--- src/rtl/render_pkg.sv ---
// rtl/render_pkg.sv - shared constants and FSM state type for the number renderer
package render_pkg;
  localparam int DIGIT_W           = 12;
  localparam int DIGIT_H           = 18;
  localparam int RENDER_MIN_CYCLES = 4 * DIGIT_W * DIGIT_H;

  typedef enum logic [2:0] {
    ST_IDLE,
    ST_LOAD,
    ST_CONVERT,
    ST_DRAW,
    ST_DONE
  } rn_state_t;

  function automatic longint pow10(input int n);
    longint r;
    r = 1;
    for (int i = 0; i < n; i++) r = r * 10;
    return r;
  endfunction
endpackage

--- src/rtl/bin2bcd_seq.sv ---
// rtl/bin2bcd_seq.sv - multi-cycle double-dabble binary to BCD converter
module bin2bcd_seq #(
  parameter int VAL_W  = 17,
  parameter int DIGITS = 5
) (
  input  logic                  clk,
  input  logic                  rst,
  input  logic                  load,
  input  logic [VAL_W-1:0]      bin,
  output logic [4*DIGITS-1:0]   bcd,
  output logic                  valid
);
  localparam int CNT_W = $clog2(VAL_W + 1);

  logic [VAL_W-1:0]    shift;
  logic [CNT_W-1:0]    iter;
  logic [4*DIGITS-1:0] adj;

  always_comb begin
    adj = bcd;
    for (int i = 0; i < DIGITS; i++) begin
      if (bcd[4*i +: 4] >= 4'd5) adj[4*i +: 4] = bcd[4*i +: 4] + 4'd3;
    end
  end

  assign valid = (iter == CNT_W'(VAL_W));

  // The counter parks at VAL_W so the result stays stable until the next load.
  always_ff @(posedge clk) begin
    if (rst) begin
      bcd   <= '0;
      shift <= '0;
      iter  <= CNT_W'(VAL_W);
    end else if (load) begin
      bcd   <= '0;
      shift <= bin;
      iter  <= '0;
    end else if (!valid) begin
      {bcd, shift} <= {adj, shift} << 1;
      iter         <= iter + 1'b1;
    end
  end
endmodule

--- src/rtl/render_number.sv ---
// rtl/render_number.sv - right-aligned decimal renderer feeding the single-digit renderer
module render_number #(
  parameter int DIGITS       = 5,
  parameter int VAL_W        = 17,
  parameter int DIGIT_W      = 12,
  parameter int DIGIT_CYCLES = 1024,
  parameter int LZ_BLANK     = 1
) (
  input  logic             clk,
  input  logic             rst,
  input  logic             start,
  input  logic [VAL_W-1:0] value,
  input  logic [9:0]       top,
  input  logic [9:0]       left,
  output logic             busy,
  output logic             done,
  output logic             overflow,
  output logic [3:0]       digit,
  output logic [9:0]       digit_top,
  output logic [9:0]       digit_left,
  output logic             digit_start
);
  import render_pkg::*;

  localparam int     IDX_W   = (DIGITS > 1) ? $clog2(DIGITS) : 1;
  localparam int     WIN_W   = $clog2(DIGIT_CYCLES);
  localparam longint MAX_VAL = pow10(DIGITS) - 1;

  rn_state_t             state;
  logic [9:0]            top_q, left_q;
  logic                  accept, over_in;
  logic [VAL_W-1:0]      value_sat;
  logic [4*DIGITS-1:0]   bcd;
  logic                  bcd_valid;
  logic [IDX_W-1:0]      idx, first_idx, sel_idx;
  logic [WIN_W-1:0]      win;
  logic [3:0]            digit_nxt;
  logic [9:0]            left_nxt;

  assign accept    = (state == ST_IDLE) && start;
  assign over_in   = 64'(value) > 64'(MAX_VAL);
  assign value_sat = over_in ? VAL_W'(MAX_VAL) : value;

  // Conversion starts on the accept edge so the BCD result is ready as CONVERT ends.
  bin2bcd_seq #(.VAL_W(VAL_W), .DIGITS(DIGITS)) u_bin2bcd (
    .clk   (clk),
    .rst   (rst),
    .load  (accept),
    .bin   (value_sat),
    .bcd   (bcd),
    .valid (bcd_valid)
  );

  always_comb begin
    first_idx = IDX_W'(DIGITS - 1);
    if (LZ_BLANK == 0) begin
      first_idx = '0;
    end else begin
      for (int i = DIGITS - 1; i >= 0; i--) begin
        if (bcd[4*(DIGITS-1-i) +: 4] != 4'd0) first_idx = IDX_W'(i);
      end
    end
  end

  assign sel_idx   = (state == ST_DRAW) ? idx + 1'b1 : first_idx;
  assign digit_nxt = bcd[4*(DIGITS-1-int'(sel_idx)) +: 4];
  assign left_nxt  = left_q + 10'(int'(sel_idx) * DIGIT_W);

  always_ff @(posedge clk) begin
    if (rst) begin
      state       <= ST_IDLE;
      busy        <= 1'b0;
      done        <= 1'b0;
      overflow    <= 1'b0;
      digit       <= '0;
      digit_top   <= '0;
      digit_left  <= '0;
      digit_start <= 1'b0;
      idx         <= '0;
      win         <= '0;
      top_q       <= '0;
      left_q      <= '0;
    end else begin
      done        <= 1'b0;
      digit_start <= 1'b0;
      case (state)
        ST_IDLE: begin
          if (start) begin
            top_q    <= top;
            left_q   <= left;
            overflow <= over_in;
            busy     <= 1'b1;
            state    <= ST_LOAD;
          end
        end
        ST_LOAD: state <= ST_CONVERT;
        ST_CONVERT: begin
          if (bcd_valid) begin
            idx         <= first_idx;
            win         <= '0;
            digit_start <= 1'b1;
            digit       <= digit_nxt;
            digit_top   <= top_q;
            digit_left  <= left_nxt;
            state       <= ST_DRAW;
          end
        end
        ST_DRAW: begin
          if (win == WIN_W'(DIGIT_CYCLES - 1)) begin
            if (idx == IDX_W'(DIGITS - 1)) begin
              done  <= 1'b1;
              busy  <= 1'b0;
              state <= ST_DONE;
            end else begin
              idx         <= idx + 1'b1;
              win         <= '0;
              digit_start <= 1'b1;
              digit       <= digit_nxt;
              digit_top   <= top_q;
              digit_left  <= left_nxt;
            end
          end else begin
            win <= win + 1'b1;
          end
        end
        ST_DONE: state <= ST_IDLE;
        default: state <= ST_IDLE;
      endcase
    end
  end
endmodule

--- config.mk ---
export PLATFORM = sky130hd
export DESIGN_NAME = render_number
export DESIGN_NICKNAME = d
export VERILOG_FILES = /design/src/rtl/render_pkg.sv /design/src/rtl/bin2bcd_seq.sv /design/src/rtl/render_number.sv
export SDC_FILE = /design/constraint.sdc
export NUM_CORES = 1
export LEC_CHECK = 0
export ABC_AREA = 1
export CELL_PAD_IN_SITES_DETAIL_PLACEMENT = 0
export CELL_PAD_IN_SITES_GLOBAL_PLACEMENT = 1
export CORE_MARGIN = 2
export CORE_UTILIZATION = 46
export DETAILED_ROUTE_END_ITERATION = 8
export DONT_BUFFER_PORTS = 1
export HOLD_SLACK_MARGIN = 0.05
export PLACE_DENSITY_LB_ADDON = 0.1
export SLEW_MARGIN = 20
export SYNTH_ARGS = -nofsm -noshare
export SYNTH_HDL_FRONTEND = slang
export SYNTH_HIERARCHICAL = 1
export SYNTH_SLANG_ARGS = --single-unit
export TNS_END_PERCENT = 5
--- constraint.sdc ---
create_clock -name clk -period 4.05 [get_ports clk]
set_input_delay 0.81 -clock clk [delete_from_list [all_inputs] [get_ports clk]]
set_output_delay 0.81 -clock clk [all_outputs]
set_load 0.1 [all_outputs]
==> reports/metrics.yaml, run 1 <==
sta:
  setup_viol: 0
  setup_ws_ns: 0.718
  layout_worst_path_cycle_share_pct: 82.3
  rsz0062_at_grt: "no"
  tightest_slew_ns: 1.00
  finalSetupTns_ns: 0
  timing.fmax_mhz: 300
  min_period_ns: 3.33
  drv_slew: 0
  skew_ns: 0.00980
  hold_viol_final: 0
  slew_headroom_pct: 33.2
  hold_slack_ns: 0.455
final_layout:
  num-nets-final: 845
  layout-drive-gt1-share_pct: 8.16
  seq_area_sq_um: 2120
  final.fill_count: 1253
  n_antenna_cell: 0
  multi_input_area_sq_um: 3020
  areaGrowthSynthToFinish_pct: 4.72
global_route:
  grt_pass1_wl_um: 20100
  grt-ovfl-total: 0
  grt_pass1_vias: 4339
  antenna_found_initial: 0
  track_usage_pct: 18.9
  grt_max_degree: 48
synth:
  yosysWarnings: 6
  syn-cell-area_sq_um: 5670
  ys_ff_latch: 106
  synth_flop_cell: "dfxtp_1"
  avgSynthCellArea_sq_um: 7.06
  yosys.area.top_type: "dfxtp_1"
  synth.top_cell.area_share_pct: 37.4
  synth_seq_area_share_pct: 37.4
  synth-edff-count: 0
  synth_nets: 869
  synth_area_leaders: "dfxtp_1 (37%), nand2_1 (13%), nand3_1 (6.4%)"
  synth.distinct_cells: 40
  async_reset_ff_share_pct: 0
  syn_inst: 803
clock_tree:
  ctsResizeCount: 0
  clk-insertion-delay-late_ns: 0.36
  cts_setup_buffers: 0
  path_clk_slew_ns: 0.07
  h-tree-depth: 3
  holdBufCountCts: 0
  clock-sinks: 106
  cts_buffers: 9
  cts_tree: "yes"
  root_buffer: "clkbuf_16"
  cts.path.max_buffers: 2
critical_path:
  r2r-start: "u_bin2bcd/bcd[14]"
  crit_type: "reg -> reg"
  cp-end-kind: "flop"
  required_ns: 4.28
  rrSetupSlack_ns: 0.72
  startpoint_type: "flop"
  arrival_ns: 3.56
  crit_fanout: 14
  critical_path.startpoint: "u_bin2bcd/bcd[14]"
  critical_path.endpoint: "digit_left[8]"
  reg2reg_depth: 15
  rr_endpoint: "digit_left[8]"
routing:
  drtAntennaViolNets: 0
  post-route-drc-count: 0
  num_vias: 4802
  viasPerCell: 5.16
  drt_iter0_drc: 330
  post_drt_wl_per_cell_um: 13.1
  wirelength_um: 12200
  drt_pass1_iterations: 5
floorplan:
  initial_core_util_pct: 47.2
  die_y_um: 115
  dieArea_sq_um: 13200
  num_rows: 40
  io_pins: 68
  dieWidth_um: 115
  core_sq_um: 12000
placement:
  post-place-ws_ns: 0.727
  io_buffer_count: 0
  gp_congestion: 0.853
  hpwl_um: 8590
flow_run:
  cap_violations: 0
min_path:
  hold_path.class: "reg -> reg"
power:
  ir_drop_v: 0.000345
  p_leak_uw: 0.00265
  cellPowerDensity_nw_per_um2: 927
  finalPower_uw: 5510
outcome:
  status: "completed"
Yosys cell counts, types with 2 or more instances:
cell,n
nor2_4,3
nand2_2,7
nand3_1,73
inv_1,77
buf_6,8
dfxtp_1,106
a21oi_1,69
xnor2_1,4
nor2_2,5
nor2_1,75
buf_4,5
buf_1,2
fa_1,2
xor2_1,9
buf_2,10
or2_2,10
nand3b_1,4
nand2_1,190
nand2_4,2
nor3_1,5
o21ai_1,7
clkbuf_1,11
inv_2,5
ha_1,24
nor2_8,3
a21oi_2,4
nand4_1,10
o21ai_0,61
critical path, stage by stage (launching register included):
cell	delay, ns
dfxtp_1	0.38
or2_1	0.28
nor2_4	0.13
nand2_1	0.07
nand2_2	0.20
nand2_2	0.21
ha_1	0.30
fa_1	0.43
xor2_1	0.17
ha_1	0.37
nand3_1	0.12
nand2_1	0.08
nand2_1	0.06
a21oi_1	0.17
xor2_1	0.17
a21oi_1	0.07
cell usage in the layout (no fill, tap or decap), types with 2 or more instances in the layout:
master / n
nor2_4: 3
a21oi_2: 4
nand2_2: 7
nor2_8: 3
inv_2: 6
a21oi_1: 69
nand2_1: 190
xnor2_1: 4
ha_1: 24
nand3_1: 73
nor2_1: 74
nand3b_1: 4
dfxtp_1: 106
inv_1: 76
nor2_2: 6
nand4_1: 10
clkbuf_16: 9
or2_2: 10
inv_8: 2
o21ai_0: 61
nand2_4: 2
fa_1: 2
inv_6: 2
xor2_1: 9
o21ai_1: 7
nor3_1: 5
worst min-delay path by stage:
stage / startpoint / to / slack [ns] / depth (start not counted)
5_1_grt: rst / digit[0] / 0.48 / 1
3_3_place_gp: top_q[7] / digit_top[7] / 0.44 / 2
6_report: top_q[8] / top_q[8] / 0.46 / 2
3_5_place_dp: top_q[3] / top_q[3] / 0.44 / 2
2_1_floorplan: top_q[0] / top_q[0] / 0.43 / 2
4_1_cts: top_q[3] / top_q[3] / 0.46 / 2
flip-flops by register name, indices dropped and copies added, names as in the netlist:
name	cells
busy	1
digit	4
digit_left	10
digit_start	1
digit_top	10
done	1
idx	3
left_q	10
overflow	1
state	3
top_q	10
u_bin2bcd/bcd	20
u_bin2bcd/iter	5
u_bin2bcd/shift	17
win	10
through the flow:
| step | instances | util, % | cell area [sq um] |
|---|---|---|---|
| 3_5_place_dp | 915 | 46.9 | 5640 |
| 3_3_place_gp | 915 | 46.9 | 5640 |
| 5_1_grt | 931 | 49.4 | 5940 |
| 6_report | 931 | 49.4 | 5940 |
| 2_1_floorplan | 803 | - | 5670 |
| 4_1_cts | 931 | 49.4 | 5930 |
logic make-up after synthesis:
family	count (synthesis)	synth area share, %
AO/OA/AOI/OAI	147	13.6
XOR/XNOR	13	2.01
adder cells (fa/ha/maj)	26	6.00
buffers and inverters	119	9.53
flip-flops	106	37.4
AND/OR/NAND/NOR	392	31.4
area by class of cell:
| cell class | count | area share, % |
|---|---|---|
| Inverter | 83 | 5.29 |
| Sequential cell | 106 | 35.7 |
| Clock inverter | 6 | 0.906 |
| Clock buffer | 10 | 4.02 |
| Timing Repair Buffer | 1 | 0.126 |
| Tap cell | 147 | 3.10 |
| Multi-Input combinational cell | 578 | 50.8 |
routing by layer:
| layer | global-route usage [%] | up-vias | share of wire [%] | wire [um] |
|---|---|---|---|---|
| met5 | 0 | - | 0 | 0 |
| met4 | 4.74 | 0 | 1.0 | 124 |
| met3 | 5.32 | 12 | 4.4 | 534 |
| met2 | 32.3 | 75 | 48 | 5870 |
| met1 | 23.7 | 2173 | 47 | 5710 |
| li1 | - | 2542 | - | - |
power breakdown:
part	internal, uW	switching, uW
Combinational	733	1430
Clock	447	421
Sequential	1340	1130
Total	2520	2990
(Power assumes the default switching activity.)
==> inputs of run 2 (changes only) <==
CORE_UTILIZATION = 42   (was 46)
clock period = 3.01 ns   (was 4.05 ns; I/O delays follow)
==> reports/metrics.yaml, run 2 (same netlist as run 1, synthesis figures left out) <==
floorplan:
  die_y_um: 120  # was 115 um
  core_sq_um: 13200  # was 12000 sq um
  initial_core_util_pct: 43.0  # was 47.2%
  dieWidth_um: 120  # was 115 um
  dieArea_sq_um: 14400  # was 13200 sq um
  num_rows: 42  # was 40
  io_pins: 68  # unchanged
sta:
  timing.fmax_mhz: 352  # was 300 MHz
  min_period_ns: 2.84  # was 3.33 ns
  slew_headroom_pct: 32.6  # was 33.2%
  rsz0062_at_grt: "yes"  # was no
  drv_slew: 0  # unchanged
  setup_viol: 0  # unchanged
  tightest_slew_ns: 1.01  # was 1.00 ns
  layout_worst_path_cycle_share_pct: 94.4  # was 82.3%
  hold_viol_final: 0  # unchanged
  skew_ns: 0.0110  # was 0.00980 ns
flow_run:
  cap_violations: 0  # unchanged
global_route:
  grt-ovfl-total: 0  # unchanged
  antenna_found_initial: 0  # unchanged
  grt_pass1_vias: 4405  # was 4339
  grt_max_degree: 38  # was 48
  grt_pass1_wl_um: 21100  # was 20100 um
  track_usage_pct: 18.2  # was 18.9%
placement:
  gp_congestion: 0.805  # was 0.853
  io_buffer_count: 0  # unchanged
  hpwl_um: 8990  # was 8590 um
min_path:
  hold_path.class: "in -> reg"  # was reg -> reg
routing:
  wirelength_um: 12700  # was 12200 um
  viasPerCell: 4.94  # was 5.16
  num_vias: 4835  # was 4802
  post_drt_wl_per_cell_um: 13.0  # was 13.1 um
  drt_iter0_drc: 324  # was 330
  drt_pass1_iterations: 4  # was 5
  post-route-drc-count: 0  # unchanged
  drtAntennaViolNets: 0  # unchanged
clock_tree:
  clock-sinks: 106  # unchanged
  clk-insertion-delay-late_ns: 0.36  # about the same
  root_buffer: "clkbuf_16"  # unchanged
  holdBufCountCts: 0  # unchanged
  h-tree-depth: 3  # unchanged
  cts_tree: "yes"  # unchanged
  cts_buffers: 9  # unchanged
  cts.path.max_buffers: 2  # unchanged
  path_clk_slew_ns: 0.08  # was 0.07 ns
power:
  ir_drop_v: 0.000421  # was 0.000345 V
  switchingPower_uw: 4160  # was 2990 uW
  combPwrFrac_pct: 42.1  # was 39.3%
  cellPowerDensity_nw_per_um2: 1260  # was 927 nW/um^2
  p_leak_uw: 0.00274  # was 0.00265 uW
  pwr-share-seq_pct: 42.9  # was 44.9%
  pwr-share-clk_pct: 15.1  # was 15.8%
  swShare_pct: 53.6  # was 54.2%
  finalPower_uw: 7750  # was 5510 uW
  internal-power_uw: 3600  # was 2520 uW
critical_path:
  cp-end-kind: "flop"  # unchanged
  crit_type: "reg -> reg"  # unchanged
  crit_fanout: 4  # was 14
  startpoint_type: "flop"  # unchanged
  arrival_ns: 3.08  # was 3.56 ns
  required_ns: 3.25  # was 4.28 ns
final_layout:
  areaGrowthSynthToFinish_pct: 8.82  # was 4.72%
  n_antenna_cell: 0  # unchanged
  top_regs: "u_bin2bcd/bcd: 20 flops, u_bin2bcd/shift: 17 flops"  # unchanged
  num-nets-final: 864  # was 845
  final_common_cell: "nand2_1"  # unchanged
  final.fill_count: 1336  # was 1253
  layout-drive-gt1-share_pct: 12.0  # was 8.16%
  largest_reg_flops: 20  # unchanged
  top_register: "u_bin2bcd/bcd"  # unchanged
  seq_area_sq_um: 2130  # was 2120 sq um
  utilization_pct: 46.8  # was 49.4%
  multi_input_area_sq_um: 3060  # was 3020 sq um
  layout_common_cells: "nand2_1 (187), dfxtp_1 (101), inv_1 (77)"  # was nand2_1 (190), dfxtp_1 (106), inv_1 (76)
outcome:
  status: "completed"  # unchanged
-- run 2: changes by cell type in the layout (fill, tap and decap cells not counted), moves of 2 or more --
cell / change
a21oi_2: +2
dfxtp_2: +5
o21ai_0: -2
a21oi_1: -2
buf_4: +19
o21ai_1: +2
dfxtp_1: -5
ha_1: -3
ha_4: +2
nand2_2: +3
nand2_1: -3
-- run 2: timing repair --
item / in CTS / in global routing
endpoints found under the setup margin: 0 / 4
setup buffers: 0 / 1
gates resized for setup: 0 / 17
-- run 2: stage by stage --
stage	hold WS, ns	setup WS [ns]	instances	cell area [sq um]	setup TNS, ns
after floorplan	0.430	0.0689	803	5670	0
after global routing	0.284	-0.0103	979	6170	-0.0103
after detailed placement	0.444	0.0562	962	5810	0
final	0.307	0.167	979	6170	0
after CTS	0.290	0.0317	978	6110	0
after global placement	0.438	0.132	962	5810	0
-- run 2: critical path: stages (launching register included) --
cell and delay [ns]:
dfxtp_2 0.34, nor2_1 0.12, nand2_2 0.09, o21ai_1 0.13, o21ai_0 0.09, o21a_1 0.16, ha_4 0.18, fa_1 0.42
xor2_1 0.17, ha_2 0.37, nand3_1 0.11, nand2_1 0.08, nand2_1 0.08, a21oi_2 0.15, xor2_1 0.15, a21oi_1 0.08
-- run 2: worst paths after layout --
path,start,end,slack (ns),cells after the start
worst max-delay path,u_bin2bcd/bcd[5],digit_left[8],0.17,15
worst min-delay path,rst,state[0],0.31,1
worst max register to register,u_bin2bcd/bcd[5],digit_left[8],0.17,15
worst min register to register,top_q[7],top_q[7],0.45,2
-- run 2: layer usage --
| layer | global-route usage [%] | share of wire (%) |
|---|---|---|
| met1 | 23.6 | 47 |
| met2 | 29.8 | 47 |
| met3 | 4.29 | 3.9 |
| met4 | 6.25 | 1.4 |
| met5 | 0 | 0 |
-- run 2: cell type report --
class | count | share of cell area, %
Multi-Input combinational cell | 578 | 49.6
Sequential cell | 106 | 34.5
Clock inverter | 7 | 1.14
Tap cell | 176 | 3.57
Timing Repair Buffer | 20 | 2.43
Inverter | 83 | 5.09
Clock buffer | 9 | 3.65
-- run 2: power by group through the flow --
| stage | clock network (uW) | logic [uW] | registers (uW) |
|---|---|---|---|
| final | 1170 | 3260 | 3330 |
| after global routing | 1270 | 3700 | 3380 |
| after CTS | 1200 | 3070 | 3330 |
| after detailed placement | 0 | 3050 | 3350 |
| after floorplan | 0 | 2520 | 3270 |
| after global placement | 0 | 3020 | 3340 |
==> edit (config.mk and constraints of run 1) <==
Set the parameter `LZ_BLANK` to 0 (it was 1).
--- a/src/rtl/render_number.sv
+++ b/src/rtl/render_number.sv
@@ -4,7 +4,7 @@
   parameter int VAL_W        = 17,
   parameter int DIGIT_W      = 12,
   parameter int DIGIT_CYCLES = 1024,
-  parameter int LZ_BLANK     = 1
+  parameter int LZ_BLANK     = 0
 ) (
   input  logic             clk,
   input  logic             rst,
Function: same outputs for any inputs over 10 cycles, from zero or initial values and one cycle with rst high; that may be too few to reach the edited logic, so the function may still have changed.
==> edit against run 1 <==
  * Count of clock-buffer cells in the layout is the same
  * Area after synthesis up 0.38%
  * Global-route usage up 0.32 points
  * Sequential cell count unchanged
  * Synthesized cell count shrank 1.2%
  * Setup slack improved by 0.14 ns
  * Wire length barely moved
  * Cell count up 1.4%
  * Fmax grew 4.3%
  * Die area up 0.36%
  * Final area up 0.82%
  * Largest cell class unchanged
Power is not compared: it rests on default switching activity, and its combinational part moved more than twofold at a synthesized area within 25%.
==> edit: results (changes against run 1) <==
status finished, final reports clean; vias in the first global route 4523 (+4.2%); Via density 5.173 (+0.29%); met3 WL post-DR 466 um (-13%); pre-CTS setup slack 0.9000 ns (+0.1734 ns); sequential cell area share 0.3544 (-0.002911); Hold Startpoint top_q[5]; Distinct cells, synth 43 (+7.5%); sequential element share of the synthesized area 0.3727 (-0.001398); dominant cells by area after synthesis dfxtp_1 37%, nand2_1 13%, nand3_1 7.5%, a21oi_1 5.4%, ha_1 5.3%; multi-input logic area 3027 um2 (+0.25%); Post-Synthesis Cells 793 (-1.2%); critical path data arrival time 3.43 ns (-0.13 ns); DP Area 5687 um2 (+0.84%); final WL 12230 um (about the same); Fillers 1254 (+0.080%); WL per Instance 12.95 um (-1.4%); initial DRC count 273 (-17%); fraction of layout instances using a drive strength above 1 0.1044 (+0.02275); commonest cells in the netlist 198 x nand2_1, 106 x dfxtp_1, 85 x nand3_1; largest net degree at the start of global routing 49 (+2.1%); post-layout net count 836 (-1.1%); M1 GR Usage 0.2469 (+0.01004); dpl hpwl 8509 um (-0.99%); CP max FO 9 (-5)
-- edit: cell count changes after synthesis, sizes merged, moves of 6 or more --
cell	change
a21oi	+8
nand2	+7
nand3	+11
nor2	-29
o21ai	-6
xor2	-7
-- edit: worst min-delay path, delay by kind of cell (launching register included) --
kind	cells	cell delay (ns)
buf+inv	1	0.07
flops	1	0.30
compound gates	1	0.05
-- edit: final timing paths --
check | to | slack (ns) | depth (start not counted)
min | digit_top[5] | 0.46 | 2
max reg2reg | digit_left[8] | 0.85 | 17
max | digit_left[8] | 0.85 | 17
min reg2reg | digit_top[5] | 0.46 | 2
-- edit: cells by family after synthesis --
logic type | count (synthesis) | synth area share
compound gates | 154 | 0.1543
xor+xnor | 7 | 0.01077
fa+ha+maj | 25 | 0.05626
buf+inv | 119 | 0.09626
flops | 106 | 0.3727
simple gates | 382 | 0.3097
-- edit: where the power goes --
| part | internal (uW) | switching (uW) |
|---|---|---|
| combinational | 345 | 725 |
| sequential | 1260 | 811 |
| clock | 447 | 421 |
